File: src/rtl/mem_arbiter_pkg.sv
// mem_arbiter_pkg: shared widths and enums for the unified memory arbiter
package mem_arbiter_pkg;
  localparam int DATA_WIDTH = 32;
  localparam int STRB_WIDTH = DATA_WIDTH / 8;
  typedef enum logic [1:0] {ARB_IDLE, ARB_REQ, ARB_RESP} arb_state_t;
  typedef enum logic {OWNER_IF, OWNER_D} arb_owner_t;
endpackage

File: src/rtl/rr_pick2.sv
// rr_pick2: combinational two-way round-robin pick favouring the port not granted last
module rr_pick2
  import mem_arbiter_pkg::*;
(
  input  logic       if_valid,
  input  logic       d_valid,
  input  arb_owner_t last_grant,
  output arb_owner_t grant,
  output logic       grant_valid
);
  // on a tie the port that did not win last time goes next
  always_comb begin
    grant_valid = if_valid || d_valid;
    grant = (if_valid && d_valid) ? ((last_grant == OWNER_IF) ? OWNER_D : OWNER_IF)
          : (d_valid ? OWNER_D : OWNER_IF);
  end
endmodule

File: src/rtl/mem_arbiter.sv
// mem_arbiter: shares one memory port between fetch and data, one transaction in flight
module mem_arbiter #(
  parameter int DATA_WIDTH = mem_arbiter_pkg::DATA_WIDTH
) (
  input  logic                    clk,
  input  logic                    rst_n,
  input  logic                    if_req_valid,
  output logic                    if_req_ready,
  input  logic [DATA_WIDTH-1:0]   if_addr,
  output logic                    if_resp_valid,
  output logic [DATA_WIDTH-1:0]   if_rdata,
  input  logic                    d_req_valid,
  output logic                    d_req_ready,
  input  logic [DATA_WIDTH-1:0]   d_addr,
  input  logic                    d_we,
  input  logic [DATA_WIDTH/8-1:0] d_wstrb,
  input  logic [DATA_WIDTH-1:0]   d_wdata,
  output logic                    d_resp_valid,
  output logic [DATA_WIDTH-1:0]   d_rdata,
  output logic                    mem_req_valid,
  input  logic                    mem_req_ready,
  output logic [DATA_WIDTH-1:0]   mem_addr,
  output logic                    mem_we,
  output logic [DATA_WIDTH/8-1:0] mem_wstrb,
  output logic [DATA_WIDTH-1:0]   mem_wdata,
  input  logic                    mem_resp_valid,
  input  logic [DATA_WIDTH-1:0]   mem_rdata,
  output logic                    busy
);
  import mem_arbiter_pkg::*;
  arb_state_t state;
  arb_owner_t owner, last_grant, grant;
  logic       grant_valid, accept, resp;
  rr_pick2 u_pick (
    .if_valid   (if_req_valid),
    .d_valid    (d_req_valid),
    .last_grant (last_grant),
    .grant      (grant),
    .grant_valid(grant_valid)
  );
  // readiness and response routing are combinational so a grant and a response land in their own cycle
  always_comb begin
    accept        = rst_n && (state == ARB_IDLE) && grant_valid;
    if_req_ready  = accept && (grant == OWNER_IF);
    d_req_ready   = accept && (grant == OWNER_D);
    resp          = (state == ARB_RESP) && mem_resp_valid;
    if_resp_valid = resp && (owner == OWNER_IF);
    d_resp_valid  = resp && (owner == OWNER_D);
    if_rdata      = if_resp_valid ? mem_rdata : '0;
    d_rdata       = d_resp_valid ? mem_rdata : '0;
    mem_req_valid = (state == ARB_REQ);
    busy          = (state != ARB_IDLE);
  end
  // arbitration FSM with capture of the granted request; fetches are word aligned and never write
  always_ff @(posedge clk or negedge rst_n) begin
    if (!rst_n) begin
      state      <= ARB_IDLE;
      owner      <= OWNER_IF;
      last_grant <= OWNER_D;
      mem_addr   <= '0;
      mem_we     <= 1'b0;
      mem_wstrb  <= '0;
      mem_wdata  <= '0;
    end else if (accept) begin
      state      <= ARB_REQ;
      owner      <= grant;
      last_grant <= grant;
      mem_addr   <= (grant == OWNER_D) ? d_addr : (if_addr & ~DATA_WIDTH'(3));
      mem_we     <= (grant == OWNER_D) && d_we;
      mem_wstrb  <= ((grant == OWNER_D) && d_we) ? d_wstrb : '0;
      mem_wdata  <= (grant == OWNER_D) ? d_wdata : '0;
    end else if (state == ARB_REQ && mem_req_ready) begin
      state <= ARB_RESP;
    end else if (resp) begin
      state <= ARB_IDLE;
    end
  end
endmodule

File: config.mk
export PLATFORM = sky130hd
export DESIGN_NAME = mem_arbiter
export DESIGN_NICKNAME = d
export VERILOG_FILES = /design/src/rtl/mem_arbiter_pkg.sv /design/src/rtl/rr_pick2.sv /design/src/rtl/mem_arbiter.sv
export SDC_FILE = /design/constraint.sdc
export NUM_CORES = 1
export LEC_CHECK = 0
export ABC_AREA = 1
export ABC_CLOCK_PERIOD_IN_PS = 1140
export BUFFER_PORTS_ARGS = -buffer_cell sky130_fd_sc_hd__buf_2
export CAP_MARGIN = 0
export CORE_AREA = 2 2 106 108
export CTS_CLUSTER_DIAMETER = 120
export DETAILED_ROUTE_END_ITERATION = 10
export DIE_AREA = 0 0 108 110
export GPL_TIMING_DRIVEN = 0
export PLACE_DENSITY_LB_ADDON = 0.25
export SLEW_MARGIN = 20
export SYNTH_ARGS = -nofsm -noshare
export SYNTH_HDL_FRONTEND = slang
export SYNTH_SLANG_ARGS = --single-unit
File: constraint.sdc
create_clock -name clk -period 1.14 [get_ports clk]
set_input_delay 0.171 -clock clk [delete_from_list [all_inputs] [get_ports clk]]
set_output_delay 0.171 -clock clk [all_outputs]
set_load 0.01 [all_outputs]
==> flow_metrics.py, run 1 <==
metrics = {
    "status": {
        "status": "complete, but fails checks",
        "violations": "hold timing, setup timing",
    },
    "sta": {
        "fin_crit_sh_pct": 147,
        "fin_ws_ns": -0.533,
        "hold_viol_final": 30,
        "rsz0062_at_grt": "yes",
        "skew_ns": 0.0140,
        "timing.fmax_mhz": 598,
        "fin_tns_setup_ns": -57.78,
        "finalCriticalPeriod_ns": 1.67,
        "setup_viol": 142,
        "slew_violations": 0,
        "worst_slew_pin_slew_ns": 0.458,
        "hold_ws_ns": -0.245,
        "max_slew_margin_pct": 69.4,
    },
    "cts": {
        "path_clk_slew_ns": 0.09,
        "cts_tree": "built",
        "htree_levels": 3,
        "cts_root_buffer": "clkbuf_8",
        "clock_latency_ns": 0.35,
        "numCtsBuffers": 9,
        "tritoncts_num_sinks": 73,
        "cts.path.max_buffers": 2,
    },
    "final_layout": {
        "fillers": 966,
        "area_delta_synth_final_pct": 75.4,
        "layout-drive-gt1-share_pct": 52.3,
        "fin_util_pct": 66.1,
        "nNetsFinal": 1071,
        "seq_area_um2": 1830,
        "multiInputGateArea_um2": 2070,
    },
    "worst_setup_path": {
        "worstPathRequired_ns": 0.97,
        "cp-start-kind": "register",
        "end_kind": "output pin",
        "cp_max_fo": 10,
        "cp.arrival_ns": 1.50,
        "critPathKind": "register to output pin",
    },
    "synth": {
        "synth-seq-cells": 73,
        "yosysMostFrequentCell": "nand2_1",
        "synth.avg_cell_area_um2": 6.62,
        "async_reset_ff_share_pct": 100,
        "synth_warnings": 0,
        "ys_top_cells_by_count": "nand2_1 (278), nor2_1 (104), inv_1 (78), dfrtp_1 (72), nand3_1 (31)",
        "ys_seq_area_share_pct": 45.3,
        "synth_edf_count": 0,
        "synth_top_cell_by_area": "dfrtp_1",
        "yosysTopAreaCellShare_pct": 44.7,
        "syn_inst": 609,
        "netlist_area_um2": 4030,
        "synth_flop_cell": "dfrtp_1",
        "yosysUniqueCellTypes": 16,
        "synth.area.top_cells": "dfrtp_1 (45%), nand2_1 (26%), nor2_1 (9.7%), inv_1 (7.3%), nand3_1 (3.8%)",
        "syn-num-nets": 748,
    },
    "pwr": {
        "p_leak_nw": 4.40,
        "p_per_area_nw_per_um2": 1880,
        "net-switching-power_w": 0.00537,
        "intPower_w": 0.00791,
        "vdd_drop_max_v": 0.000833,
        "p_total_w": 0.0133,
        "p_seq_share_pct": 33.0,
        "swShare_pct": 40.4,
        "pwr-share-clk_pct": 13.1,
        "combPwrFrac_pct": 54.0,
    },
    "grt": {
        "grt_usage_pct": 24.3,
        "antenna_found_initial": 2,
        "grt_pass1_vias": 4486,
        "grt_pass1_wl_um": 22200,
        "grt_max_degree": 43,
        "grt.overflow.total": 0,
    },
    "floorplanning": {
        "fp.coreArea_um2": 10700,
        "num_io_pins": 278,
        "rows": 38,
        "die-area_um2": 11900,
        "die_w_um": 108,
        "die_h_um": 110,
        "start_util_pct": 37.7,
    },
    "detailed_routing": {
        "drt_iter0_drc": 234,
        "wl_per_cell_um": 13.8,
        "vias_per_cell": 4.42,
        "drc_errors": 0,
        "routed_wirelength_um": 14900,
        "drt_pass1_iterations": 6,
        "postRouteAntennaNets": 0,
        "vias": 4757,
    },
    "place": {
        "dp.final_hpwl_um": 10700,
        "gp_congestion": 0.796,
        "port_buffers": 274,
    },
    "flow_run": {
        "drv_cap": 0,
    },
    "min_path": {
        "hold_path_class": "input port to asynchronous set/reset pin",
    },
}
final cells by class:
cell class	instances	share of cell area (%)
diodes	2	0.0708
plain buffers	34	6.00
clock buffers	9	1.75
clock inverters	5	0.478
inverters	79	4.23
multi-input cells	423	29.3
flip-flops and latches	73	25.9
well taps	140	2.48
repair buffers	312	29.9
sequential cells by signal (all words and copies together) (netlist names):
register / flops
last_grant: 1
mem_wstrb: 4
state: 2
mem_addr: 32
mem_we: 1
owner: 1
mem_wdata: 32
cells by family (layout without fill, tap and decap cells):
| group | after synthesis | after routing | share of synthesized area [%] |
|---|---|---|---|
| buf+inv | 113 | 439 | 13.1 |
| simple gates | 423 | 423 | 41.6 |
| flops | 73 | 73 | 45.3 |
| other cells | 0 | 2 | 0 |
path summary, 6_finish.rpt:
kind | slack, ns | cells past startpoint | to | from
setup / recovery | -0.53 | 7 | if_rdata[4] | state[0]
hold / removal | -0.25 | 1 | mem_wdata[15] | rst_n
setup reg to reg | -0.40 | 10 | mem_addr[3] | state[0]
hold reg to reg | 0.47 | 2 | mem_wdata[29] | mem_wdata[29]
max in group asynchronous | 0.79 | 2 | mem_addr[22] | rst_n
min in group clk | 0.06 | 3 | state[1] | mem_req_ready
metal layers:
layer,vias up,part of all wire [%],GRT usage [%]
li1,2415,-,-
met1,2134,38,27.2
met2,180,53,45.9
met3,28,6.0,4.23
met4,0,3.1,9.52
met5,-,0,0
metrics by stage:
step	std cells	area, um^2	setup slack, ns
final	1077	7070	-0.533
after global routing	1077	7070	-0.612
after CTS	1073	6910	-0.571
after detailed placement	1024	5820	-0.522
after global placement	1023	5800	-1.51
after floorplan	609	4250	-0.0758
power by group through the flow:
stage          Clock (W)  Combinational [W]  Sequential [W]
2_1_floorplan          0            0.00255         0.00481
3_3_place_gp           0            0.00529         0.00430
3_5_place_dp           0            0.00537         0.00430
4_1_cts          0.00179            0.00695         0.00432
5_1_grt          0.00188            0.00780         0.00452
6_report         0.00173            0.00717         0.00438
worst max-delay path, cell delays in order, from the launching register on:
cell and delay, ns:
dfrtp_1 0.40, inv_2 0.08, nand3_4 0.08, nor2_4 0.12, inv_4 0.09, buf_8 0.16
nor2_2 0.10, buf_6 0.13
layout by cell type (no fill, tap or decap), types with 2 or more instances in the layout:
master      synthesis  routed
buf_2              14     259
nand2_4             1       9
nand3_1            31      31
nor2_4              3      15
buf_8               0      15
nor2_2              2      52
clkbuf_8            0       9
clkinvlp_4          0       2
inv_1              78      73
buf_16              0       9
inv_2               1       5
clkbuf_1            4       4
clkbuf_16           0       2
nor2_1            104      42
diode_2             0       2
buf_6               7      33
dfrtp_1            72      71
buf_12              0      12
nand2_2             3      48
buf_4               9      12
nand2_1           278     225
clkinv_2            0       2
timing repair:
action,CTS,global route
pin swaps,54,10
cloned,10,2
endpoints found under the setup margin,142,142
buffers inserted,25,4
resized for setup,128,42
hold endpoints to repair,30,30
Power figures use the tool's default switching activity.
==> run 2, diff against run 1 <==
CORE_AREA = 2 2 109 111   (was 2 2 106 108)
DIE_AREA = 0 0 111 113   (was 0 0 108 110)
SYNTH_HIERARCHICAL = 1   (was unset)
==> flow_metrics.py, run 2 <==
metrics = {
    "synth": {
        "yosysMostFrequentCell": "nand2_1",
        "synth_xor_xnor_area_share_pct": 0,
        "synth.area.top_cells": "dfrtp_1 (45%), nand2_1 (32%), inv_1 (7.3%), nor2_1 (6.7%), buf_6 (4.2%)",
        "synth_warnings": 6,
        "synth-simple-area-share_pct": 40.1,
        "synth.area.mux_share_pct": 0,
        "netlist_area_um2": 4000,
        "synth_edf_count": 0,
        "yosysUniqueCellTypes": 18,
        "async_reset_ff_share_pct": 100,
        "synth_top_cell_by_area": "dfrtp_1",
        "synth_compound_area_share_pct": 0.250,
        "synth.avg_cell_area_um2": 6.60,
        "synth_top_family_by_area": "simple AND/OR/NAND/NOR gates",
        "yosysTopAreaCellShare_pct": 45.0,
        "ys_seq_area_share_pct": 45.7,
        "syn_inst": 606,
        "synthAdderAreaFrac_pct": 0,
        "synth-seq-cells": 73,
        "ys_top_cells_by_count": "nand2_1 (341), inv_1 (78), dfrtp_1 (72), nor2_1 (71), buf_6 (15)",
        "synth_flop_cell": "dfrtp_1",
        "syn-num-nets": 745,
    },
    "sta": {
        "rsz0062_at_grt": "yes",
        "skew_ns": 0.00633,
        "fin_ws_ns": -0.528,
        "timing.fmax_mhz": 600,
        "setup_viol": 142,
        "finalCriticalPeriod_ns": 1.67,
        "hold_ws_ns": -0.0964,
        "fin_crit_sh_pct": 146,
        "hold_viol_final": 51,
        "max_slew_margin_pct": 33.9,
        "worst_slew_pin_slew_ns": 0.991,
        "slew_violations": 0,
    },
    "floorplanning": {
        "fp.coreArea_um2": 11300,
        "die-area_um2": 12500,
        "die_w_um": 111,
        "rows": 39,
        "die_h_um": 113,
        "start_util_pct": 35.5,
        "num_io_pins": 278,
    },
    "status": {
        "violations": "hold timing, setup timing",
        "status": "complete, but fails checks",
    },
    "final_layout": {
        "mostFrequentLayoutCell": "nand2_1",
        "reg_top3": "mem_addr x32, mem_wdata x32, mem_wstrb x4",
        "most-common-layout-cells": "nand2_1 (280), buf_2 (247), inv_1 (73)",
        "layout-drive-gt1-share_pct": 52.6,
        "area_delta_synth_final_pct": 85.7,
        "nNetsFinal": 1072,
    },
    "worst_setup_path": {
        "cp-start-kind": "register",
        "r2r_slack_ns": -0.41,
        "end_kind": "output pin",
        "cpMaxStageDelayCell": "dfrtp_2",
        "critPathKind": "register to output pin",
        "cp.arrival_ns": 1.50,
        "worstPathRequired_ns": 0.97,
        "cp_max_fo": 10,
        "cp_cell_sequence": "nor2_4, nand2_4, buf_8, nor2_2, buf_2",
        "slowest_delay_ns": 0.44,
    },
    "cts": {
        "numCtsBuffers": 9,
        "htree_levels": 3,
        "tritoncts_num_sinks": 73,
        "hold_buffers": 3,
        "path_clk_slew_ns": 0.06,
        "cts_tree": "built",
        "cts.path.max_buffers": 2,
        "cts_root_buffer": "clkbuf_16",
        "clock_latency_ns": 0.33,
    },
    "detailed_routing": {
        "routed_wirelength_um": 14300,
        "vias": 4667,
        "postRouteAntennaNets": 0,
        "drt_pass1_iterations": 4,
        "vias_per_cell": 4.31,
        "drc_errors": 0,
        "wl_per_cell_um": 13.2,
        "drt_iter0_drc": 172,
    },
    "pwr": {
        "p_leak_nw": 4.63,
        "vdd_drop_max_v": 0.000872,
        "p_total_w": 0.0147,
        "p_per_area_nw_per_um2": 1980,
    },
    "place": {
        "port_buffers": 275,
        "pre_cts_slack_ns": -0.752,
        "dp.final_hpwl_um": 10000,
        "gp_congestion": 0.772,
    },
    "grt": {
        "antenna_found_initial": 1,
        "grt_max_degree": 28,
        "grt_pass1_wl_um": 22400,
        "grt.overflow.total": 0,
        "grt_usage_pct": 22.6,
        "grt_pass1_vias": 4669,
    },
    "flow_run": {
        "drv_cap": 0,
    },
    "min_path": {
        "hold_path_class": "input port to asynchronous set/reset pin",
    },
}
[run 2: cell type report]
cell class / instances / area, um^2
flip-flops and latches: 73 / 1830
clock inverters: 7 / 70.1
clock buffers: 9 / 225
well taps: 143 / 179
inverters: 80 / 310
fillers: 996 / 3840
multi-input cells: 422 / 2130
diodes: 1 / 2.50
repair buffers: 318 / 2280
plain buffers: 29 / 399
[run 2: worst max-delay path: cells and delay by family, from the launching register on]
| kind | cells | cell delay [ns] |
|---|---|---|
| flops | 1 | 0.44 |
| simple gates | 3 | 0.41 |
| buf+inv | 2 | 0.31 |
[run 2: final timing paths]
path / startpoint / end / cells past startpoint
worst max-delay path: state[0] / d_rdata[9] / 5
worst min-delay path: rst_n / mem_addr[4] / 2
worst max register to register: state[0] / mem_addr[3] / 9
worst min register to register: mem_we / mem_we / 2
max in group asynchronous: rst_n / mem_wdata[15] / 4
min in group clk: mem_req_ready / state[1] / 3
[run 2: repair_timing]
| item | 4_1_cts | 5_1_grt |
|---|---|---|
| gates resized for setup | 131 | 66 |
| endpoints found under the hold margin | 46 | 51 |
| cloned | 9 | 2 |
| pin swaps | 25 | 4 |
| setup endpoints to repair | 142 | 164 |
| buffers inserted | 26 | 4 |
[run 2: layer usage]
layer	global-route usage, %	part of all wire, %
met2	42.2	52
met3	5.62	7.0
met5	0	0
met1	23.7	38
met4	11.1	3.8
[run 2: logic make-up (layout without fill, tap and decap cells)]
group,count (synthesis),after routing
AND/OR/NAND/NOR,420,420
buffers and inverters,111,443
flip-flops,73,73
AO/OA/AOI/OAI,2,2
other,0,1
[run 2: power breakdown]
part	internal, W	total, W	switching, W	leakage, nW
Sequential	0.00374	0.00440	0.000659	0.942
Combinational	0.00363	0.00749	0.00386	3.54
Clock	0.00169	0.00281	0.00111	0.146
Total	0.00907	0.0147	0.00563	4.63
[run 2: stage by stage]
stage	area, um^2	util (%)	setup TNS (ns)	hold WS, ns	cells
floorplan	4270	-	-7.30	-0.125	606
global placement	5830	51.7	-166.27	0.415	1024
detailed placement	5860	52.0	-58.15	0.0868	1025
CTS	7130	63.3	-60.69	-0.102	1076
global route	7430	65.9	-67.91	-0.0951	1082
finish	7430	65.9	-58.57	-0.0964	1082
==> run 3, diff against run 2 <==
CELL_PAD_IN_SITES_DETAIL_PLACEMENT = 0   (was unset)
CELL_PAD_IN_SITES_GLOBAL_PLACEMENT = 1   (was unset)
CORE_AREA = unset   (was 2 2 109 111)
CORE_UTILIZATION = 24   (was unset)
DIE_AREA = unset   (was 0 0 111 113)
==> flow_metrics.py, run 3 (same netlist as run 2, synthesis figures left out) <==
metrics = {
    "status": {
        "status": "complete, but fails checks",
        "violations": "hold timing, setup timing",
    },
    "grt": {
        "grt.overflow.total": 0,
        "grt_pass1_vias": 4385,
        "antenna_found_initial": 1,
        "grt_max_degree": 27,
        "grt_usage_pct": 16.6,
        "grt_pass1_wl_um": 22500,
    },
    "sta": {
        "fin_ws_ns": -0.505,
        "fin_crit_sh_pct": 144,
        "worst_slew_pin_slew_ns": 0.243,
        "finalCriticalPeriod_ns": 1.64,
        "fin_tns_setup_ns": -49.16,
        "rsz0062_at_grt": "yes",
        "skew_ns": 0.00797,
        "timing.fmax_mhz": 608,
        "max_slew_margin_pct": 83.7,
        "hold_viol_final": 72,
        "slew_violations": 0,
        "setup_viol": 141,
        "hold_ws_ns": -0.106,
    },
    "final_layout": {
        "most-common-layout-cells": "nand2_1 (280), buf_2 (242), dfrtp_1 (70)",
        "nNetsFinal": 1075,
        "fin_util_pct": 47.7,
        "stdcell_count": 1158,
        "layout-drive-gt1-share_pct": 54.6,
        "fillers": 1635,
        "reg_top3": "mem_addr x32, mem_wdata x32, mem_wstrb x4",
        "area_delta_synth_final_pct": 91.2,
        "mostFrequentLayoutCell": "nand2_1",
    },
    "detailed_routing": {
        "drc_errors": 0,
        "postRouteAntennaNets": 0,
        "drt_pass1_iterations": 6,
        "vias_per_cell": 3.99,
        "vias": 4620,
        "routed_wirelength_um": 14700,
        "drt_iter0_drc": 101,
        "wl_per_cell_um": 12.7,
    },
    "cts": {
        "htree_levels": 3,
        "cts_root_buffer": "clkbuf_16",
        "hold_buffers": 3,
        "cts_tree": "built",
        "tritoncts_num_sinks": 73,
        "path_clk_slew_ns": 0.06,
        "numCtsBuffers": 9,
        "cts.path.max_buffers": 2,
        "clock_latency_ns": 0.33,
    },
    "place": {
        "gp_congestion": 0.759,
        "port_buffers": 275,
        "place_inst": 1098,
        "dp.final_hpwl_um": 10400,
    },
    "worst_setup_path": {
        "cp-start-kind": "register",
        "cp_max_fo": 10,
        "worstPathRequired_ns": 0.97,
        "critPathKind": "register to output pin",
        "cp.arrival_ns": 1.47,
        "end_kind": "output pin",
    },
    "floorplanning": {
        "rows": 46,
        "start_util_pct": 24.9,
        "num_io_pins": 278,
        "die_w_um": 131,
        "fp.coreArea_um2": 16100,
        "die_h_um": 131,
        "die-area_um2": 17200,
    },
    "pwr": {
        "swShare_pct": 37.9,
        "pwr-share-clk_pct": 20.4,
        "net-switching-power_w": 0.00565,
        "p_seq_share_pct": 29.5,
        "p_per_area_nw_per_um2": 1950,
        "vdd_drop_max_v": 0.000689,
        "intPower_w": 0.00925,
        "p_leak_nw": 4.70,
        "combPwrFrac_pct": 50.2,
    },
    "flow_run": {
        "drv_cap": 0,
    },
    "min_path": {
        "hold_path_class": "input port to asynchronous set/reset pin",
    },
}
[run 3: critical path: stages, from the launching register on]
cell and delay, ns:
dfrtp_2 0.38, nand2_2 0.07, nor2_4 0.18, nand2_4 0.12
buf_12 0.17, nor2_2 0.09, buf_2 0.14
[run 3: timing repair]
item,CTS,global route
gates cloned,8,4
pin swaps,9,31
endpoints found under the setup margin,142,141
resized for setup,66,172
hold endpoints to repair,47,72
buffers inserted,17,20
[run 3: power by group through the flow]
stage / sequential [W] / combinational (W) / clock, W
finish: 0.00439 / 0.00747 / 0.00303
CTS: 0.00438 / 0.00671 / 0.00313
floorplan: 0.00488 / 0.00265 / 0
global placement: 0.00437 / 0.00553 / 0
detailed placement: 0.00436 / 0.00556 / 0
global route: 0.00454 / 0.00817 / 0.00323
[run 3: cell type report]
type                            count  area (um^2)  share of cell area, %
Antenna cell                        1         2.50                 0.0327
Buffer                             26          375                   4.90
Clock buffer                        9          225                   2.94
Clock inverter                      7         93.8                   1.23
Inverter                           80          313                   4.09
Multi-Input combinational cell    422         2170                   28.3
Sequential cell                    73         1830                   23.9
Tap cell                          216          270                   3.53
Timing Repair Buffer              324         2370                   31.0
[run 3: through the flow]
stage          cell area (um^2)  total power, W  setup WS (ns)
6_report                   7650          0.0149         -0.505
5_1_grt                    7650          0.0159         -0.573
4_1_cts                    6970          0.0142         -0.508
3_5_place_dp               5950         0.00992         -0.842
3_3_place_gp               5920         0.00990          -1.79
2_1_floorplan              4270         0.00753         -0.102
[run 3: worst paths after layout]
path / from / to / slack, ns / cells after the start
worst max-delay path: state[1] / d_rdata[21] / -0.50 / 6
worst min-delay path: rst_n / mem_addr[31] / -0.11 / 2
worst max register to register: last_grant / mem_wdata[30] / -0.33 / 9
worst min register to register: mem_addr[19] / mem_addr[19] / 0.47 / 2
max in group asynchronous: rst_n / last_grant / 0.96 / 4
min in group clk: mem_req_ready / state[1] / 0.09 / 3
[run 3: routing by layer]
metal / GRT usage (%) / wire length [um]
met1: 17.9 / 5540
met3: 5.13 / 1070
met2: 30.7 / 7910
met4: 5.29 / 128
met5: 0 / 0
